### src/rtl/snap_phase_addr_ctrl.sv
// snap_phase_addr_ctrl
// Capture controller for the snapPhase BRAM. It waits for a software arm edge
// and then a valid trigger sample. From that sample it writes 2^ADDR_WIDTH
// consecutive valid samples into the BRAM. It also publishes a live status word
// (done / busy / armed / sample count), which the PPC polls through the
// snapPhase_addr register. Everything runs on user_clk.
module snap_phase_addr_ctrl #(
    parameter int ADDR_WIDTH = 10,
    parameter int DATA_WIDTH = 32
) (
    input  logic                  user_clk,
    input  logic                  user_rst,
    input  logic                  arm,
    input  logic                  trig,
    input  logic                  din_valid,
    input  logic [DATA_WIDTH-1:0] din,
    output logic                  bram_we,
    output logic [ADDR_WIDTH-1:0] bram_addr,
    output logic [DATA_WIDTH-1:0] bram_din,
    output logic [31:0]           addr_out,
    output logic                  done
);

    typedef enum logic [1:0] {
        IDLE    = 2'd0,
        ARMED   = 2'd1,
        CAPTURE = 2'd2,
        DONE    = 2'd3
    } state_t;

    // Count value at which the sample being written lands in the last address.
    localparam logic [ADDR_WIDTH:0] LAST_IDX = {1'b0, {ADDR_WIDTH{1'b1}}};
    localparam logic [ADDR_WIDTH:0] ONE      = {{ADDR_WIDTH{1'b0}}, 1'b1};

    state_t                state;
    state_t                next_state;
    logic [ADDR_WIDTH:0]   count;
    logic [ADDR_WIDTH:0]   next_count;
    logic                  arm_d;
    logic                  arm_rise;
    logic                  wr_en;
    logic [ADDR_WIDTH-1:0] wr_addr;
    logic [31:0]           status;

    assign arm_rise = arm & ~arm_d;

    // State, sample count and the arm edge-detect history.
    always_ff @(posedge user_clk or posedge user_rst) begin
        if (user_rst) begin
            state <= IDLE;
            count <= '0;
            arm_d <= 1'b0;
        end else begin
            state <= next_state;
            count <= next_count;
            arm_d <= arm;
        end
    end

    // Next-state logic and write qualification. Once CAPTURE starts it always
    // runs to completion, because arm and trig are ignored there.
    always_comb begin
        next_state = state;
        next_count = count;
        wr_en      = 1'b0;
        wr_addr    = count[ADDR_WIDTH-1:0];
        case (state)
            IDLE: begin
                if (arm_rise) begin
                    next_count = '0;
                    next_state = ARMED;
                end
            end
            ARMED: begin
                if (trig && din_valid) begin
                    wr_en      = 1'b1;
                    wr_addr    = '0;
                    next_count = ONE;
                    next_state = CAPTURE;
                end
            end
            CAPTURE: begin
                if (din_valid) begin
                    wr_en      = 1'b1;
                    next_count = count + ONE;
                    if (count == LAST_IDX) begin
                        next_state = DONE;
                    end
                end
            end
            DONE: begin
                if (arm_rise) begin
                    next_count = '0;
                    next_state = ARMED;
                end
            end
            default: begin
                next_state = IDLE;
                next_count = '0;
            end
        endcase
    end

    // The status word is built from next-state values so that it changes on
    // the same edge that presents the matching BRAM write.
    always_comb begin
        status               = '0;
        status[31]           = (next_state == DONE);
        status[30]           = (next_state == ARMED) || (next_state == CAPTURE);
        status[29]           = (next_state == ARMED);
        status[ADDR_WIDTH:0] = next_count;
    end

    // Registered BRAM write port, status word and done flag.
    always_ff @(posedge user_clk or posedge user_rst) begin
        if (user_rst) begin
            bram_we   <= 1'b0;
            bram_addr <= '0;
            bram_din  <= '0;
            addr_out  <= '0;
            done      <= 1'b0;
        end else begin
            bram_we  <= wr_en;
            addr_out <= status;
            done     <= (next_state == DONE);
            if (wr_en) begin
                bram_addr <= wr_addr;
                bram_din  <= din;
            end
        end
    end

endmodule

### config.mk
export PLATFORM = sky130hd
export DESIGN_NAME = snap_phase_addr_ctrl
export DESIGN_NICKNAME = d
export VERILOG_FILES = /design/src/rtl/snap_phase_addr_ctrl.sv
export SDC_FILE = /design/constraint.sdc
export NUM_CORES = 1
export LEC_CHECK = 0
export CAP_MARGIN = 15
export CORE_MARGIN = 3
export CORE_UTILIZATION = 44
export CTS_CLUSTER_SIZE = 8
export DETAILED_ROUTE_END_ITERATION = 6
export PLACE_DENSITY = 0.77
export SLEW_MARGIN = 15
export SYNTH_ARGS = -nofsm -noshare
export SYNTH_HDL_FRONTEND = slang
export SYNTH_SLANG_ARGS = --single-unit
### constraint.sdc
create_clock -name user_clk -period 2.69 [get_ports user_clk]
set_input_delay 0.538 -clock user_clk [delete_from_list [all_inputs] [get_ports user_clk]]
set_output_delay 0.538 -clock user_clk [all_outputs]
set_load 0.01 [all_outputs]
# [Yosys cells after proc, flatten, opt, wreduce, memory -nomap -nowiden]
# Cells that the tools add are included.
[word_totals] word_cells=36 regBits=72
[op_classes] eq_ne=7 n_mux=14 n_reduce_logical=4 n_bitwise=2 addsub=1
[op_table] cell="$mux 11" n=3
[op_table] cell="$pmux 11 s3" n=1
[op_table] cell="$mux 10" n=2
[op_table] cell="$add 11x1->11 const B" n=1
[op_table] cell="$eq 11x10->1 const B" n=1
[op_table] cell="$eq 2x2->1 const B" n=4
[op_table] cell="$mux 2" n=4
[op_table] cell="$pmux 2 s3" n=1
[op_table] cell="$eq 2x1->1 const B" n=2
[op_table] cell="$logic_not 2->1" n=1
[op_table] cell="$mux 1" n=2
[op_table] cell="$pmux 1 s2" n=1
[op_table] cell="$reduce_or 2->1" n=1
[op_table] cell="$and 1x1->1" n=1
[op_table] cell="$logic_and 1x1->1" n=1
[op_table] cell="$logic_or 1x1->1" n=1
[op_table] cell="$not 1->1" n=1

# [Longest topological paths before layout]
[depth] ltp_word=6 ltp_mapped=9 ltp_nobuf=8

# [Worst setup path before layout]
# No wires, ideal clock.
[synth_path] path_type="register to register" startpoint="reg state[0]" endpoint="reg addr_out[30]" setup_time_ps=113 slack_ps=964 arrival_time_ps=1613 stages_incl_launch_ff=9 n_path_buf=1 cell_sequence="dfrtp_1 -> inv_1 -> ha_1 -> clkbuf_1 -> and2_2 -> nand2_1 -> and2_1 -> ha_1 -> inv_1"
[synth_between] elab_chain_len=5
[synth_lines] element="start: declaration" line="35" rtl="state_t state;"
[synth_lines] element="start signal: assignment" line="54" rtl="state <= next_state;"
[synth_lines] element="$eq 2x2->1, or another cell as far along" line="67" rtl="case (state)"
[synth_lines] element="$reduce_or 2->1 (no line) or $mux 2 (tied branches)"
[synth_lines] element="$pmux 2 s3 *" line="67"
[synth_lines] element="$eq 2x1->1 or $eq 2x2->1 (tied branches)" line="109" rtl="status[30] = (next_state == ARMED) || (next_state == CAPTURE);"
[synth_lines] element="$logic_or 1x1->1 *" line="109"
[synth_lines] element="net status[30]" line="43" rtl="logic [31:0] status;"
[synth_lines] element="end signal: assignment" line="124" rtl="addr_out <= status;"
[synth_lines] element="end: declaration" line="20" rtl="output logic [31:0] addr_out,"
# The timed path passes the listed nets; every way through them passes the cells marked *.
# A chain may end at the register's enable or synchronous reset.

# [Worst setup path after layout]
[layout_path] startpoint="in din_valid" endpoint="reg addr_out[30]"
[layout_between] elab_chain_len=5
[layout_lines] element="start: declaration" line="15" rtl="input logic din_valid,"
[layout_lines] element="$logic_and 1x1->1" line="75" rtl="if (trig && din_valid) begin"
[layout_lines] element="$mux 2" line="75"
[layout_lines] element="$pmux 2 s3 *" line="67"
[layout_lines] element="net next_state[0]" line="36" rtl="state_t next_state;"
[layout_lines] element="$eq 2x1->1 or $eq 2x2->1 (tied branches)" line="109"
[layout_lines] element="$logic_or 1x1->1 *" line="109"
[layout_lines] element="net status[30]" line="43"
# Marks and branches as above.

==> impl_metrics.toml <==
[critical_path]
crit_arrival_ns = 2.32
max_stage_delay_ns = 0.69
r2r_start = "state[1]$_DFF_PP0_"
slowest_stage = "clkdlybuf4s50_1"
cp.required_ns = 2.96
path_max_fanout = 9
rr_worst_depth = 8
ff2ff_setup_slack_ns = 0.66
worst-setup-path-type = "input port to register"
cp-end-kind = "register"
worstReg2RegEnd = "addr_out[30]$_DFF_PP0_"
startpoint_type = "input port"
worstPathCellList = "clkdlybuf4s50_1 > nand4_1 > nor4b_2 > nand2_1 > o211ai_1 > ha_1 > inv_1"

[drt]
met1_length_mm = 3.00
first_pass_iters = 4
drt-wirelength-per-cell_um = 13.8
routed_wl_mm = 6.73
antenna_left = 0
highest_layer = "met4"
drtIter0Drc = 75
dr_wl_met3_um = 560
drc = 0
via_count = 2393
vias_per_cell = 4.92
routed-wl-met2_mm = 3.15

[grt]
antenna_found_initial = 0
grt_usage_pct = 18.8
overflow = 0
grt_pass1_wl_mm = 11.1
grt_max_degree = 51
grt_pass1_vias = 2407

[power_and_ir_drop]
p_switching_uw = 1390
switching_share_pct = 35.5
ir_drop_mv = 0.734
pwr-share-comb_pct = 44.1
power_density_nw_per_um2 = 996
p_leak_uw = 0.00185
seqPwrFrac_pct = 35.1
p_int_uw = 2520
clkPwrFrac_pct = 20.9

[clock_tree]
ctsResizeCount = 0
cts_tree = "built"
postCtsSetupBuffers = 0
numCtsBuffers = 9
htree_levels = 3
path_clk_slew_ns = 0.06
cts_buffer_depth = 2
cts_hold_buf = 0
clock-sinks = 60
cts_root_buffer = "clkbuf_8"
clk_latency_ns = 0.33

[sta]
clock_skew_ns = 0.00760
rsz0062_at_grt = "no"
finalCriticalPeriod_ns = 2.05
setup-tns-final_ns = 0
hold_viol = 0
period_share_pct = 76.3
worstMarginPinSlew_ns = 0.531
finalMaxSlewViolations = 0
finalSetupViolations = 0
fmax_mhz = 487
relSlewSlack_pct = 64.6

[final_layout]
drive_gt1_share_pct = 6.57
final_cell_mix = "nand2_1 (132), clkdlybuf4s50_1 (94), dfrtp_1 (60)"
register_area_um2 = 1500
nets = 450
final_common_cell = "nand2_1"
area_growth_pct = 37.8
multiInputGateArea_um2 = 1120
antenna_cells = 0
n_fill_cell = 516
final_cells = 486

[place]
place_congestion = 0.864
hpwlAfterDp_mm = 4.93
io_buffer_count = 94
dpl.cell_count = 471

[run]
maxCapViolations = 0

[worst_hold_path]
worstHoldStart = "bram_din[4]$_DFFE_PP0P_"
hold_path_end = "bram_din[4]$_DFFE_PP0P_"
hp-class = "register to register"
whs_path_depth = 2

[floorplan]
initial_core_util_pct = 46.8
coreArea_um2 = 6100
die-width_um = 86.5
pin_count = 113
dieHeight_um = 86.5
rows = 28
die_area_um2 = 7480

[yosys]
synth_top_area_share_pct = 52.7
synth_cells = 315
synth_edf_count = 0
netlist_area_um2 = 2850
synthArstFlopShare_pct = 100
synth_top_area_cell = "dfrtp_1"
avgSynthCellArea_um2 = 9.05
synth_top_flop_cell = "dfrtp_1"
ys_types = 42
seq_area_frac_synth_pct = 52.7
ys_ff_latch = 60
yosysWarnings = 0
yosys-top-cells-area = "dfrtp_1 (53%), nand2_1 (17%), buf_4 (6.1%)"

[outcome]
status = "finished clean"
cells by family (layout without fill, tap and decap cells):
group | Yosys count | after routing | share of synthesized area (%)
other cells | 1 | 18 | 0.132
compound gates | 45 | 45 | 10.3
flops | 60 | 60 | 52.7
buf+inv | 45 | 124 | 10.4
simple gates | 158 | 158 | 24.0
fa+ha+maj | 6 | 6 | 2.63
worst max-delay path by stage:
stage	startpoint	to	depth (start not counted)
3_5_place_dp	din_valid	addr_out[30]$_DFF_PP0_	7
4_1_cts	count[2]$_DFF_PP0_	addr_out[2]	1
3_3_place_gp	din_valid	addr_out[30]$_DFF_PP0_	7
6_report	din_valid	addr_out[30]$_DFF_PP0_	7
2_1_floorplan	user_rst	addr_out[10]$_DFF_PP0_	1
5_1_grt	state[0]$_DFF_PP0_	bram_din[5]$_DFFE_PP0P_	7
power by group through the flow:
stage / Sequential [uW] / Clock, uW / Combinational, uW
2_1_floorplan: 1490 / 0 / 887
3_3_place_gp: 1380 / 0 / 1710
3_5_place_dp: 1390 / 0 / 1740
4_1_cts: 1370 / 844 / 1740
5_1_grt: 1400 / 884 / 1930
6_report: 1370 / 817 / 1720
layer usage:
metal | vias up | global-route usage [%]
met4 | 0 | 7.22
met2 | 85 | 30.0
met3 | 2 | 6.18
met5 | - | 0
met1 | 1138 | 23.9
li1 | 1168 | -
cells in the mapped netlist, drive strengths merged (2+ instances only):
| cell type | n |
|---|---|
| nand2 | 132 |
| dfrtp | 60 |
| buf | 32 |
| o21ai | 17 |
| inv | 11 |
| ha | 6 |
| o31ai | 6 |
| a21oi | 5 |
| nand4 | 4 |
| nor2 | 4 |
| and2 | 3 |
| nand3 | 3 |
| o211ai | 3 |
| a22o | 2 |
| a22oi | 2 |
| a31oi | 2 |
| and3 | 2 |
| clkbuf | 2 |
| nand2b | 2 |
| nor3 | 2 |
| nor3b | 2 |
| o21a | 2 |
sequential cells by signal, summed over array words and instances (netlist names):
register / count
bram_addr: 10
count: 10
arm_d: 1
bram_we: 1
addr_out: 4
state: 2
bram_din: 32
worst max-delay path, delay by kind of cell:
family          cells  cell delay (ns)
fa+ha+maj           1             0.28
buf+inv             2             0.74
compound gates      1             0.16
simple gates        3             0.61
through the flow:
| stage | total power [uW] | instance area, um2 | util (%) | hold slack, ns | setup WS [ns] |
|---|---|---|---|---|---|
| 6_report | 3910 | 3930 | 64.4 | 0.475 | 0.638 |
| 5_1_grt | 4220 | 3930 | 64.4 | 0.495 | 0.458 |
| 4_1_cts | 3960 | 3930 | 64.4 | 0.477 | 0.630 |
| 3_5_place_dp | 3130 | 3730 | 61.1 | 0.462 | 0.335 |
| 3_3_place_gp | 3080 | 3730 | 61.1 | 0.458 | 0.365 |
| 2_1_floorplan | 2380 | 2920 | - | 0.500 | 0.667 |
cell type report:
cell class              instances  area share (%)
well taps                      75            2.39
multi-input cells             227            28.5
repair buffers                 98            24.7
inverters                      11            1.05
clock buffers                  14            4.39
flip-flops and latches         60            38.2
clock inverters                 1           0.764
(Power assumes the default switching activity.)
==> patch 1, RTL diff (same settings) <==
`DATA_WIDTH`: 32 -> 36.
--- a/src/rtl/snap_phase_addr_ctrl.sv
+++ b/src/rtl/snap_phase_addr_ctrl.sv
@@ -6,7 +6,7 @@
 // snapPhase_addr register. Everything runs on user_clk.
 module snap_phase_addr_ctrl #(
     parameter int ADDR_WIDTH = 10,
-    parameter int DATA_WIDTH = 32
+    parameter int DATA_WIDTH = 36
 ) (
     input  logic                  user_clk,
     input  logic                  user_rst,
Ports: changed (resized bram_din and din); port bits go from 113 to 121. No check against the original RTL was run, so the function may have changed too.
==> patch 1 against the unedited design <==
  * Synthesized area is 4.3% higher
  * Non-clock buffer count is 9 higher
  * Global-route usage is 0.15 points higher
  * First-iteration DRC count is 80% higher
  * Worst setup slack worse by 0.094 ns
  * Maximum frequency is 4.4% lower
  * Clock power is 22% higher
  * Sequential power is 7% higher
  * Total power is 9.1% higher
  * Sequential cell count is 4 higher
  * Synthesized cell count is 4.4% higher
  * Critical path depth stayed put
  * Cell area is 6.4% higher
  * Wire length is 8.2% higher
==> patch 1: results <==
[global_routing]
use_met2_pct = 29.50
grt_use_total_pct = 19.00
antenna_found_initial = 0
grt_overflow_total = 0
grt_pass1_vias = 2381
grt_pass1_wl_um = 11500
grt_util_met1_pct = 25.95
grt_max_degree = 46
use_met3_pct = 5.773

[hold_path]
min_to = "bram_din[28]"
hold_path_class = "reg -> reg"
min_path_cells = 2
hold_start = "bram_din[28]"

[synthesis]
async_reset_ff_share_pct = 100.0
muxShareOfSynthArea_pct = 0
yosys.area_share.adder_pct = 2.524
yosys_warnings = 0
synth_compound_area_share_pct = 9.718
synth.area.top_cells = "dfrtp_1 54%, nand2_1 17%, buf_4 5.3%, ha_1 2.5%, o21ai_0 2.4%"
synth_cell_types = 40
synth_flop_cell = "dfrtp_1"
synth-xor-area-share_pct = 0.2945
yosys-top-cells-count = "135 x nand2_1, 64 x dfrtp_1, 21 x buf_4, 14 x o21ai_0, 10 x o21ai_1"
ys_seq_area_share_pct = 53.85

[finish]
antennaDiodeCount = 0
drive_gt1_share_pct = 7.373
reg.largest.list = "bram_din (36), bram_addr (10), count (10)"
final_nets = 476

[routing]
wl_per_cell_um = 14.24
dr.pass1.iters = 4
viasPerCell = 4.896
met3_length_um = 648
drt_iter0_drc = 135
met1_length_um = 3303
wl_met2_um = 3267
top_layer = "met4"

[clock_tree]
clock_latency_ns = 0.33
cts_made_buffers = 9
clk_pin_slew_worst_paths_ns = 0.07
post_cts_buffers = 0
h-tree-depth = 3
cts-root-buf = "clkbuf_8"
cts_resized = 0
clock_path_buffers = 2

[sta]
finClkSkew_ns = 0.003180
tightest_slew_ns = 0.7203

[place]
gp_congestion = 0.7941
numPortBuffers = 102
hpwl_um = 5258

[worst_setup_path]
rr_endpoint = "addr_out[30]"
rrSetupSlack_ns = 0.54
max_stage_delay_ns = 0.40
cp_max_fo = 11
r2r-start = "state[1]"
cp_slowest_cell = "dfrtp_1"
critPathTopFamily = "adder cells"

[pwr]
ir_drop_mv = 0.5546
p_leak_nw = 1.960

[run_status]
status = "completed"
[patch 1: cell types whose count changed after synthesis, sizes merged, moves of 2 or more]
cell,delta
and3,-2
a32oi,+2
o21ai,+7
o211ai,-3
inv,-3
o21a,-2
dfrtp,+4
nand2,+4
and4,+2
nor2,+3
o31ai,-4
[patch 1: worst max path at each step]
| stage | startpoint | to | slack [ns] |
|---|---|---|---|
| 2_1_floorplan | user_rst | addr_out[10] | 0.55 |
| 3_3_place_gp | din_valid | addr_out[30] | 0.38 |
| 3_5_place_dp | din_valid | addr_out[30] | 0.34 |
| 4_1_cts | state[1] | addr_out[30] | 0.56 |
| 5_1_grt | state[1] | addr_out[30] | 0.42 |
| 6_report | state[1] | addr_out[30] | 0.54 |
[patch 1: through the flow]
step | setup WS (ns) | cells | area (um2) | power [W] | hold WS (ns)
floorplan | 0.5539 | 346 | 3038 | 0.002518 | 0.5114
global placement | 0.3790 | 495 | 3936 | 0.003248 | 0.4562
detailed placement | 0.3369 | 495 | 3936 | 0.003306 | 0.4614
CTS | 0.5561 | 511 | 4179 | 0.004313 | 0.4789
global route | 0.4177 | 511 | 4179 | 0.004584 | 0.5019
finish | 0.5445 | 511 | 4179 | 0.004270 | 0.4738
[patch 1: report_power, final]
| group | total, W | switching, W | leakage [nW] | internal, W |
|---|---|---|---|---|
| Combinational | 0.00181 | 0.000944 | 1.02 | 0.000869 |
| Sequential | 0.00146 | 0.000176 | 0.827 | 0.00128 |
| Clock | 0.00100 | 0.000383 | 0.116 | 0.000617 |
| Total | 0.00427 | 0.00150 | 1.96 | 0.00277 |
[patch 1: cell type report]
type	instances	area, um2
clock buffer	9	123.9
timing repair buffer	107	1059
fill	536	2280
inverter	9	38.79
multi-input combinational	238	1141
sequential	64	1602
tap	77	96.34
clock inverter	7	118.9
==> patch 2, RTL diff (config.mk and constraints unchanged) <==
Made on the original files. `addr_out` no longer has a reset.
--- a/src/rtl/snap_phase_addr_ctrl.sv
+++ b/src/rtl/snap_phase_addr_ctrl.sv
@@ -117,11 +117,9 @@
             bram_we   <= 1'b0;
             bram_addr <= '0;
             bram_din  <= '0;
-            addr_out  <= '0;
             done      <= 1'b0;
         end else begin
             bram_we  <= wr_en;
-            addr_out <= status;
             done     <= (next_state == DONE);
             if (wr_en) begin
                 bram_addr <= wr_addr;
@@ -130,5 +128,9 @@
         end
     end
 
+    always_ff @(posedge user_clk) begin
+        addr_out <= status;
+    end
+
 endmodule
 
Function: changed (Yosys sat finds a counterexample within 4 cycles, from zero or initial values and one cycle with user_rst high).
==> patch 2 against the unedited design <==
  * Worst hold slack got worse by 0.0074 ns
  * Cell count rose by 1.2%
  * Synthesized area rose by 3.8%
  * Count of clock-buffer cells in the layout fell by 1
  * Sequential cell count rose by 12
  * Total power rose by 0.34%
  * Sequential share of layout area rose by 4.5 points
  * Non-clock buffer count did not move
  * Worst setup slack improved by 0.0063 ns
  * Cell area rose by 3.2%
  * Via count rose by 1.2%
  * First-iteration DRC count rose by 23%
  * Wire length rose by 0.39%
  * Core utilization fell by 1.3 points
  * Critical endpoint is now addr_out[30]
  * Largest cell class unchanged
==> patch 2: results <==
[run_status]
status = "completed"

[finish]
multi_input_area_share_pct = 25.85
nMultiInputCombCells = 222
fillers = 553
clk_share_pct = 4.473
sh_seq_area_pct = 42.69
final_nets = 453
area_delta_synth_final_pct = 37.08

[pwr]
pg_comb_w = 0.00157
p_leak_nw = 1.961
clockPowerShare_pct = 20.4
ir_drop_mv = 0.5467

[sta]
fin_crit_sh_pct = 76.03
maxSlewHeadroom_pct = 63.06

[routing]
vias = 2422
dr.pass1.iters = 7
routed_wl_um = 6752

[synthesis]
yosys-top-cells-count = "129 x nand2_1, 58 x dfrtp_1, 22 x buf_4, 17 x nand3_1, 14 x dfxtp_1"
synth_cell_types = 38

[worst_setup_path]
cp_max_fo = 6
r2r-start = "state[0]"
rr_endpoint = "addr_out[30]"

[global_routing]
grt_pass1_wl_um = 10730
grt_max_degree = 44
grt_pass1_vias = 2253

[place]
place_ws_ns = 0.3216
## patch 2: cell types whose count changed in the layout (fill, tap and decap cells not counted), sizes merged, moves of 3 or more
cell / unedited run / this run
o31ai: 6 / 2
nand3: 3 / 17
dfxtp: 0 / 14
inv: 11 / 6
nor2: 4 / 1
o21ai: 17 / 11
## patch 2: kinds of logic after synthesis
| group | count (synthesis) | synth area share (%) |
|---|---|---|
| xor gates and xnor gates | 1 | 0.2960 |
| buffers and inverters | 38 | 8.203 |
| muxes | 1 | 0.3805 |
| DFF | 72 | 58.52 |
| adders and majority gates | 6 | 2.537 |
| other | 1 | 0.1267 |
| and+or+nand+nor | 169 | 24.40 |
| AOI/OAI and AO/OA | 27 | 5.539 |
## patch 2: routing by layer
layer / global-route usage [%] / routed length [um]
met1: 23.32 / 2835
met2: 28.22 / 3106
met3: 6.961 / 748
met4: 6.416 / 61
met5: 0 / 0
## patch 2: worst max-delay path, cell delays in order
cell	delay [ns]
clkdlybuf4s50_1	0.53
and4_1	0.33
nand4_1	0.15
or3_1	0.36
nand2_1	0.13
ha_1	0.23
inv_1	0.05
## patch 2: stage by stage
stage	power (W)	hold slack [ns]	cells
detailed placement	0.003164	0.4545	476
floorplan	0.002409	0.4884	332
global placement	0.003122	0.4512	476
CTS	0.003971	0.4698	492
global route	0.004218	0.4999	492
finish	0.003926	0.4672	492
## patch 2: worst max path at each step
stage | startpoint | endpoint
3_3_place_gp | din_valid | addr_out[30]
3_5_place_dp | din_valid | addr_out[30]
6_report | din_valid | addr_out[30]
2_1_floorplan | user_rst | arm_d
5_1_grt | state[0] | bram_addr[5]
4_1_cts | din_valid | addr_out[30]
